**src/rtl/cpu_pkg.sv**
```systemverilog
// Shared CPU datapath definitions: MDR FSM states, default data width and
// the bus-mux select code of the MDR source.
// No ports; imported by mdr_unit and its sub-module.
package cpu_pkg;

  localparam int DATA_WIDTH = 32;

  // Bus multiplexer select code that picks the MDR register as bus source.
  localparam logic [4:0] MUX_SEL_MDR = 5'd21;

  typedef enum logic [1:0] {
    IDLE    = 2'd0,
    RD_REQ  = 2'd1,
    RD_WAIT = 2'd2,
    WR_REQ  = 2'd3
  } mdr_state_t;

endpackage

```
**src/rtl/mdr_timeout_counter.sv**
```systemverilog
// Transaction watchdog for the MDR unit: counts non-idle cycles and flags
// the last allowed one.
// Ports: clock, clear (sync, active-high), start (zero the count), run
// (count this cycle), expired (count has reached TIMEOUT_CYCLES-1).
module mdr_timeout_counter #(
  parameter int TIMEOUT_CYCLES = 16
) (
  input  logic clock,
  input  logic clear,
  input  logic start,
  input  logic run,
  output logic expired
);

  localparam int CW = $clog2(TIMEOUT_CYCLES);
  localparam logic [CW-1:0] LAST = CW'(TIMEOUT_CYCLES - 1);

  logic [CW-1:0] cnt_q, cnt_d;

  assign expired = (cnt_q == LAST);

  // Holding at LAST keeps the counter from wrapping; the owner aborts the
  // transaction on that same edge unless it completes.
  always_comb begin
    cnt_d = cnt_q;
    if (start) begin
      cnt_d = '0;
    end else if (run && !expired) begin
      cnt_d = cnt_q + CW'(1);
    end
  end

  always_ff @(posedge clock) begin
    if (clear) begin
      cnt_q <= '0;
    end else begin
      cnt_q <= cnt_d;
    end
  end

endmodule

```
**src/rtl/mdr_unit.sv**
```systemverilog
// Memory Data Register: loads from the datapath bus or from memory through a
// req/ready/valid read, and writes its contents to memory.
// Ports: clock/clear, BusMuxOut, MDRin/Read/Write commands, mem_* handshake,
// MDR_q (mux source), busy (stalls sequencer), mem_err (sticky timeout).
module mdr_unit
  import cpu_pkg::*;
#(
  parameter int DATA_WIDTH     = cpu_pkg::DATA_WIDTH,
  parameter int TIMEOUT_CYCLES = 16
) (
  input  logic                  clock,
  input  logic                  clear,
  input  logic [DATA_WIDTH-1:0] BusMuxOut,
  input  logic                  MDRin,
  input  logic                  Read,
  input  logic                  Write,
  input  logic                  mem_ready,
  input  logic                  mem_rvalid,
  input  logic [DATA_WIDTH-1:0] mem_rdata,
  output logic [DATA_WIDTH-1:0] MDR_q,
  output logic                  mem_req,
  output logic                  mem_we,
  output logic [DATA_WIDTH-1:0] mem_wdata,
  output logic                  busy,
  output logic                  mem_err
);

  mdr_state_t            state_q, state_d;
  logic [DATA_WIDTH-1:0] mdr_q, mdr_d;
  logic                  err_q, err_d;
  logic                  tmo_start;
  logic                  tmo_expired;

  mdr_timeout_counter #(
    .TIMEOUT_CYCLES(TIMEOUT_CYCLES)
  ) u_timeout (
    .clock  (clock),
    .clear  (clear),
    .start  (tmo_start),
    .run    (state_q != IDLE),
    .expired(tmo_expired)
  );

  // Moore outputs decoded from the state register.
  assign MDR_q     = mdr_q;
  assign mem_wdata = mdr_q;
  assign mem_req   = (state_q == RD_REQ) || (state_q == WR_REQ);
  assign mem_we    = (state_q == WR_REQ);
  assign busy      = (state_q != IDLE);
  assign mem_err   = err_q;

  // In every busy state the completion test comes before the timeout test,
  // so a handshake landing on the last allowed cycle still succeeds.
  always_comb begin
    state_d   = state_q;
    mdr_d     = mdr_q;
    err_d     = err_q;
    tmo_start = 1'b0;
    case (state_q)
      IDLE: begin
        if (MDRin) begin
          err_d = 1'b0;
          if (Read) begin
            state_d   = RD_REQ;
            tmo_start = 1'b1;
          end else begin
            mdr_d = BusMuxOut;
          end
        end else if (Write) begin
          err_d     = 1'b0;
          state_d   = WR_REQ;
          tmo_start = 1'b1;
        end
      end
      RD_REQ: begin
        if (mem_ready) begin
          state_d = RD_WAIT;
        end else if (tmo_expired) begin
          state_d = IDLE;
          err_d   = 1'b1;
        end
      end
      RD_WAIT: begin
        if (mem_rvalid) begin
          mdr_d   = mem_rdata;
          state_d = IDLE;
        end else if (tmo_expired) begin
          state_d = IDLE;
          err_d   = 1'b1;
        end
      end
      WR_REQ: begin
        if (mem_ready) begin
          state_d = IDLE;
        end else if (tmo_expired) begin
          state_d = IDLE;
          err_d   = 1'b1;
        end
      end
      default: state_d = IDLE;
    endcase
  end

  always_ff @(posedge clock) begin
    if (clear) begin
      state_q <= IDLE;
      mdr_q   <= '0;
      err_q   <= 1'b0;
    end else begin
      state_q <= state_d;
      mdr_q   <= mdr_d;
      err_q   <= err_d;
    end
  end

endmodule
```
**config.mk**
```make
export PLATFORM = sky130hd
export DESIGN_NAME = mdr_unit
export DESIGN_NICKNAME = d
export VERILOG_FILES = /design/src/rtl/cpu_pkg.sv /design/src/rtl/mdr_timeout_counter.sv /design/src/rtl/mdr_unit.sv
export SDC_FILE = /design/constraint.sdc
export NUM_CORES = 1
export LEC_CHECK = 0
export ABC_AREA = 1
export BUFFER_PORTS_ARGS = -buffer_cell sky130_fd_sc_hd__buf_2
export CORE_ASPECT_RATIO = 0.7
export CORE_UTILIZATION = 40
export CTS_CLUSTER_SIZE = 8
export DETAILED_ROUTE_END_ITERATION = 6
export PLACE_DENSITY = 0.76
export SLEW_MARGIN = 20
export SYNTH_ARGS = -nofsm -noshare
export SYNTH_HDL_FRONTEND = slang
export SYNTH_HIERARCHICAL = 1
export SYNTH_SLANG_ARGS = --single-unit
```
**constraint.sdc**
```tcl
create_clock -name clock -period 1.6 [get_ports clock]
set_input_delay 0.16 -clock clock [delete_from_list [all_inputs] [get_ports clock]]
set_output_delay 0.16 -clock clock [all_outputs]
set_load 0.02 [all_outputs]
```
### Yosys cells after proc, flatten, opt, wreduce, memory -nomap -nowiden

Index checks and enable logic that the tools add are counted.

* bits in registers: 39
* input bits: 71
* output and inout port bits: 68
* word-level logic and storage cells: 49

* $add $sub $neg: 1
* equality and inequality tests: 11
* multiplexer cells: 22
* reductions and logical operators: 11

Operators with widths (count)
* 32-bit 2-to-1 mux: 3
* 32-bit one-hot mux with 2 select lines: 1
* 2-bit 2-to-1 mux: 7
* 2-bit inequality test, second input constant: 5
* 1-bit 2-to-1 mux: 9
* 2-bit one-hot mux with 4 select lines: 1
* 3-bit inequality test, second input constant: 2
* 4-bit by 1-bit adder with 4-bit output, second input constant: 1
* 2-bit == test, second input constant: 2
* 4-bit == test, second input constant: 1
* 4-bit AND reduction: 1
* 2-bit nonzero test: 2
* 2-bit OR reduction: 2
* 1-bit one-hot mux with 3 select lines: 1
* 3-bit AND reduction: 1
* 2-bit by 1-bit == test with 1-bit output, second input constant: 1
* 2-bit zero test: 1
* 2-bit AND reduction: 1
* 1-bit logical AND: 1
* 1-bit zero test: 1
* 1-bit logical OR: 1

### Logic depth before layout (Yosys ltp)

Gate-level depths: netlist of run 1.

* depth after elaboration: 4
* gate-level depth with buffers: 8
* gate-level depth less buffers: 8

### Hierarchy

The synthesis of run 1 kept the hierarchy.

Modules (own cells, without submodules)
* mdr_unit: instances 1, cells each 385, area an instance 2282.2 sq um, sequential area each 700.7 sq um
* mdr_timeout_counter: instances 1, cells each 29, area an instance 200.2 sq um, sequential area each 80.1 sq um

### Worst setup path after synthesis of run 1

OpenSTA, ideal clock, no wires.

* kind: register to register
* start: reg state_q[0]
* end: reg mdr_q[0] (netlist: MDR_q[0])
* setup time: 0.113 ns
* arrival time: 1.017 ns
* data required time: 1.487 ns
* setup slack: 0.471 ns
* stages on the path, launching flop included: 9
* buffers on the path: 2
* period minus slack after synthesis: 1.129 ns
* cell sequence: dfxtp_1 buf_4 inv_2 nand2_1 buf_2 nand2_1 nand2_1 nor2_1 nor2_1

* longest elaborated chain between the ends: 3
* elaborated cells on any way between the ends: 8
* those cells by class: eq/ne (4); mux (1); reduce/logical (3)

RTL lines
* start, declared: line mdr_unit.sv:28 `mdr_state_t state_q, state_d;`
* start signal, assigned: line mdr_unit.sv:110 `state_q <= state_d;`
* 2-bit == test or 2-bit zero test (tied branches): line mdr_unit.sv:59 `case (state_q)`
* 2-bit inequality test (no source line) or 2-bit nonzero test (tied branches)
* 4-bit AND reduction (no source line)
* end signal, assigned: line mdr_unit.sv:111 `mdr_q <= mdr_d;`
* end, declared: line mdr_unit.sv:29 `logic [DATA_WIDTH-1:0] mdr_q, mdr_d;`

Parallel ways exist; a longest one is shown, timed or not.
A chain may end at the register's enable or synchronous reset.

### Worst setup path in the final report of run 1

* start: reg state_q[1]
* end: out mem_we

* longest elaborated chain between the ends: 1

RTL lines
* 2-bit == test: line mdr_unit.sv:48 `assign mem_we = (state_q == WR_REQ);`
* end, declared: line mdr_unit.sv:22 `output logic mem_we,`

Every way passes these cells.

==> impl_results.md, run 1 <==
* Slew Limit Fails at 0
* Flops & latches, synth at 39
* Max frequency at 711.0 MHz
* Worst R2R Setup Slack at 0.30 ns
* Area delta synth->final at 26.71%
* Syn Nets at 486
* 1st-iter DRT viols at 145
* # H-tree levels at 2
* Footprint of the multi-input gates at 0.001161 sq mm
* Period Utilization, post-route at just under 90%
* Post-synth top area share at 31.45%
* WP data arrival at 1.25 ns
* Layout filler cell count at 620
* Share of cells above drive strength 1 at 31.98%
* Setup TNS Final at 0 ns
* DR WL/cell at approximately 11 microns
* # resized after CTS at 0
* Residual DRC at 0
* Hold path endpoint: u_timeout/cnt_q[3]$_SDFFE_PP0P_
* Crit Path Max Fanout at 20
* Hold crit path type: input pin to flip-flop
* Pleak at 1.928 nW
* Final ANT Viol Nets at 0
* Post-Synthesis Cell Area at between 0.002 and 0.0025 sq mm
* Total CTS buffers at 5
* R2R depth at 7
* Req. time, crit path at approximately 1.4 ns
* Max Root-Sink Buffers at 2
* Most instantiated cells after synthesis: 109 x nand2_1, 78 x nor2_1, 70 x nand3_1, 44 x inv_1, 39 x dfxtp_1
* TritonCTS clock tree: done
* Storage cell area at a little under 800 sq um
* Core Rows at 23
* Ys Warns at 6
* MaxCap Viol Count at 0
* Syn avg cell area at 5.996 sq um
* PD cells at between 1000 and 1500 mW/mm^2
* RR Endpoint: MDR_q[2]$_SDFFE_PP0P_
* Launch instance of the worst register-to-register path: state_q[0]$_SDFFE_PP0P_
* Crit path largest cell delay at 0.42 ns
* Top Layer Used: met4
* Largest net degree at the start of global routing at 25
* Routed via count at 2,755
* RD Place Congestion at 0.7597
* Peak supply drop at 693.5 uV
* Worst setup EP type: output pin
* GRT Total Usage at between 20 and 25%
* Least-Margin Pin Slew at 0.2918 ns
* Vias per cell at 4.638
* Cell accounting for the most synthesized area: dfxtp_1
* Critical path start-end classification: flip-flop to output pin
* Routed wl met2 at 3082 microns
* Outcome: complete, no violations
* Post-CTS setup buffer count at 0
* Synth area leaders: dfxtp_1 31%, nand2_1 16%, nand3_1 14%
* Min-delay src: clear
* Crit-path slowest cell: dfxtp_2
* FFs w/ async S/R, synth at 0%
* Main synth FF type: dfxtp_1
* Die Ht at 67.91 microns
* Final setup viols at 0
* Post-Route WL at 6690 microns
* TritonCTS sink count at 39
* Minimum clock period at 1.406 ns
* Worst hold path cell count at 4
* ANT cells at 0
* Antenna violations before repair at 0
* Worst Skew at 0.003590 ns
* Count leader, synth: nand2_1
* Core ar. at 0.005842 sq mm
* EDFF count, synth at 0
* CP Launch Type: flip-flop
* Clk_lat worst skew at 0.29 ns
* Nets at 590
* Vias in the first global route at 2,251
* Post-Synthesis Cells at 414
* Die width at ~96 microns
* Top Ports at 139
* Final worst slack at approximately 0.19 ns
* Initial Util at 42.49%
* DP HPWL at 4985 microns
* Met3 wire len at 502 microns
* RSZ-0062 raised after global routing: no
* PortBufs at ~140
* Synth cell types at 18
* Critical-path cell list: buf_4, nand2_1, inv_1, buf_2
* Clock root cell: clkbuf_8
* Pre-CTS WS at 0.2553 ns
* Die Footprint at ~0.0065 sq mm
* Sequential area share after synthesis at a little under a third
* First-pass GRT wire length at around 10,000 microns
* M1 WL at about 3000 microns
* Grt total ovfl at 0
* Hold buffers post-CTS at 0
* 1st-pass router iterations at 4
* Slew headroom at 80.52%
* Final hold vios at 0
* Clock-pin slew on the worst setup and hold paths at 0.08 ns
==> stage by stage <==
stage          cells  hold slack [ns]  total power [mW]  area, sq um  util, %
4_1_cts          594           0.1518             3.829         3144    53.82
6_report         594           0.1644             3.782         3146    53.84
5_1_grt          594           0.1768             4.083         3146    53.84
3_5_place_dp     586           0.4397             2.838         3012    51.55
3_3_place_gp     586           0.4358             2.814         3012    51.55
2_1_floorplan    414           0.3305             2.490         2482        -
==> critical path: cells and delay by family, from the launching register on <==
family                 cells  cell delay (ns)
buffers and inverters      3             0.46
and+or+nand+nor            1             0.08
DFF                        1             0.42
==> how the worst max path moves through the flow <==
stage,start,endpoint,cells after the start
after detailed placement,state_q[1]$_SDFFE_PP0P_,MDR_q[7]$_SDFFE_PP0P_,6
after CTS,state_q[1]$_SDFFE_PP0P_,mem_we,4
after global placement,state_q[1]$_SDFFE_PP0P_,MDR_q[1]$_SDFFE_PP0P_,6
final,state_q[1]$_SDFFE_PP0P_,mem_we,4
after global routing,state_q[1]$_SDFFE_PP0P_,mem_we,4
after floorplan,state_q[0]$_SDFFE_PP0P_,MDR_q[0]$_SDFFE_PP0P_,8
==> final cells by class <==
type | instances | area share, %
multi-input cells | 273 | 36.91
well taps | 75 | 2.983
repair buffers | 153 | 25.54
clock buffers | 6 | 2.307
clock inverters | 2 | 1.909
flip-flops and latches | 39 | 24.86
inverters | 46 | 5.489
==> metal layers <==
metal | vias up | global-route usage, %
li1 | 1436 | -
met1 | 1211 | 26.06
met2 | 102 | 35.82
met3 | 6 | 4.889
met4 | 0 | 5.597
met5 | - | 0
==> kinds of logic (layout without fill, tap and decap cells) <==
family,count (synthesis),after routing,share of synthesized area [%]
flops,39,39,31.45
compound gates,9,9,1.814
fa+ha+maj,1,1,0.5040
simple gates,263,263,44.46
buf+inv,102,207,21.77
==> where the power goes <==
group	switching [mW]	total (mW)	leakage, nW	internal (mW)
logic	1.02	1.58	1.54	0.557
clock network	0.354	0.978	0.0654	0.624
registers	0.111	1.23	0.320	1.12
==> state kept, by name (all words and copies together) (netlist names) <==
register	flops
MDR_q	32
u_timeout/cnt_q	4
state_q	2
mem_err	1
==> placed cells by master, fill, tap and decap left out <==
cell type	count
inv_2	1
inv_1	44
clkinv_1	1
nand3b_1	1
nand4_1	1
a21oi_1	5
clkbuf_8	5
nor2_1	78
nor2_4	1
bufinv_16	2
nand3_1	70
nand3_2	2
buf_2	138
ha_1	1
nand2_1	109
buf_4	15
clkbuf_1	1
o21ai_0	4
nand2_2	1
dfxtp_1	38
dfxtp_2	1
Power figures use the tool's default switching activity.
==> inputs of run 2 (changes only) <==
Settings changed: BUFFER_PORTS_ARGS -buffer_cell sky130_fd_sc_hd__buf_2 to -buffer_cell sky130_fd_sc_hd__buf_4.
==> run 2 against run 1 <==
- maximum frequency is 0.49% higher
- flip-flop and latch count stayed put
- critical endpoint unchanged
- cell area rose by 9.4%
==> impl_results.md, run 2 (synthesis results as in run 1) <==
* Outcome: complete, no violations
* Vias per cell at ~4.7
* Worst Skew at 0.003969 ns
* Die Footprint at 0.006530 sq mm
* # H-tree levels at 2
* Nets at 589
* Final setup viols at 0
* Die width at 96.16 microns
* Max Root-Sink Buffers at 2
* Pleak at between 1.5 and 2 nW
* Share of cells above drive strength 1 at between 30% and 40%
* ANT cells at 0
* DR WL/cell at around 12 microns
* Slew headroom at 80.27%
* Initial Util at 42.49%
* Clock root cell: clkbuf_8
* Die Ht at 67.91 microns
* Max frequency at a little over 700 MHz
* CP Launch Type: flip-flop
* RD Place Congestion at 0.7492
* Top Ports at 139
* Period Utilization, post-route at between 80 and 90%
* Grt total ovfl at 0
* Antenna violations before repair at 0
* Core ar. at between 0.005 and 0.006 sq mm
* Inst Count DP at 585
* Most common cell after layout, fill and taps aside: buf_4
* 1st-iter DRT viols at between 80 and 90
* PD cells at about 1100 mW/mm^2
* GR Util met3 at 5.556%
* Least-Margin Pin Slew at 0.2955 ns
* Routed via count at 2,764
* Setup TNS Final at 0 ns
* Peak supply drop at 437.5 uV
* Clk_lat worst skew at 0.28 ns
* GR Util met1 at 27.06%
* Final worst slack at 0.2004 ns
* MaxCap Viol Count at 0
* Commonest non-fill, non-tap cells in the layout: 151 x buf_4, 109 x nand2_1, 78 x nor2_1
* DP HPWL at roughly 5300 microns
* Slew Limit Fails at 0
* Met2 usage at around two fifths
* Post-Route WL at about 7000 microns
* Crit Path Max Fanout at 26
* Minimum clock period at between 1 and 1.5 ns
* RSZ-0062 raised after global routing: no
* WP data arrival at 1.24 ns
* Clock-pin slew on the worst setup and hold paths at approximately 0.070 ns
* Req. time, crit path at 1.44 ns
* TritonCTS clock tree: done
* Vias in the first global route at ~2,300
* Critical path start-end classification: flip-flop to output pin
* WHS at 0.1632 ns
* Total Power at 3.699 mW
* 1st-pass router iterations at 5
* Post-CTS setup buffer count at 0
* Largest net degree at the start of global routing at 27
* GRT Total Usage at 21.67%
* Residual DRC at 0
* Post-Layout Cell Count at 592
* Max reg flops at 32
* First-pass GRT wire length at between 10,000 and 15,000 microns
* Hold crit path type: input pin to flip-flop
* Area delta synth->final at 38.66%
* Final ANT Viol Nets at 0
* Core Rows at 23
* Layout filler cell count at between 500 and 600
* PortBufs at approximately 140
* Worst setup EP type: output pin
* GR peak layer: met2
* Pre-CTS WS at 0.2687 ns
* Final hold vios at 0
* Total CTS buffers at 5
* TritonCTS sink count at 39
run 2: cell count changes in the layout (fill, tap and decap cells not counted), sizes merged:
cell	before	now
buf	153	152
bufinv	2	0
clkinv	1	2
run 2: repair_timing:
item | CTS | global route
gates resized for setup | 1 | 1
pin swaps | 0 | 0
setup endpoints to repair | 1 | 1
hold buffers | 0 | 0
run 2: power breakdown:
group	switching, mW	internal, mW	total (mW)
sequential	0.132	1.12	1.25
clock	0.339	0.339	0.678
combinational	1.03	0.740	1.77
run 2: worst paths after layout:
| check | slack, ns | start | cells after the start | endpoint |
|---|---|---|---|---|
| max | 0.20 | state_q[1]$_SDFFE_PP0P_ | 4 | mem_we |
| min | 0.16 | clear | 4 | u_timeout/cnt_q[3]$_SDFFE_PP0P_ |
| max reg2reg | 0.27 | state_q[0]$_SDFFE_PP0P_ | 7 | MDR_q[8]$_SDFFE_PP0P_ |
| min reg2reg | 0.49 | mem_err$_SDFFE_PP0P_ | 2 | mem_err$_SDFFE_PP0P_ |
run 2: metrics by stage:
stage | utilization (%) | cell area, sq um
floorplan | - | 2482
global route | 58.92 | 3442
global placement | 57.34 | 3349
CTS | 58.90 | 3441
finish | 58.92 | 3442
detailed placement | 57.34 | 3349
run 2: final cells by class:
type / count / area, sq um / area share (%)
multi-input combinational: 273 / 1161 / 33.73
timing repair buffer: 152 / 1145 / 33.26
sequential: 39 / 782.0 / 22.72
clock inverter: 1 / 5.005 / 0.1454
tap: 75 / 93.84 / 2.726
inverter: 46 / 172.7 / 5.016
clock buffer: 6 / 82.58 / 2.399
run 2: metal layers:
layer / part of all wire, % / vias up
met5: 0 / -
met2: 47 / 112
met1: 44 / 1213
met3: 8.6 / 2
li1: - / 1437
met4: 0.17 / 0
run 2: critical path, cell delays in order, from the launching register on:
cell,delay (ns)
dfxtp_2,0.44
buf_6,0.26
nand2_1,0.08
inv_1,0.05
buf_4,0.13
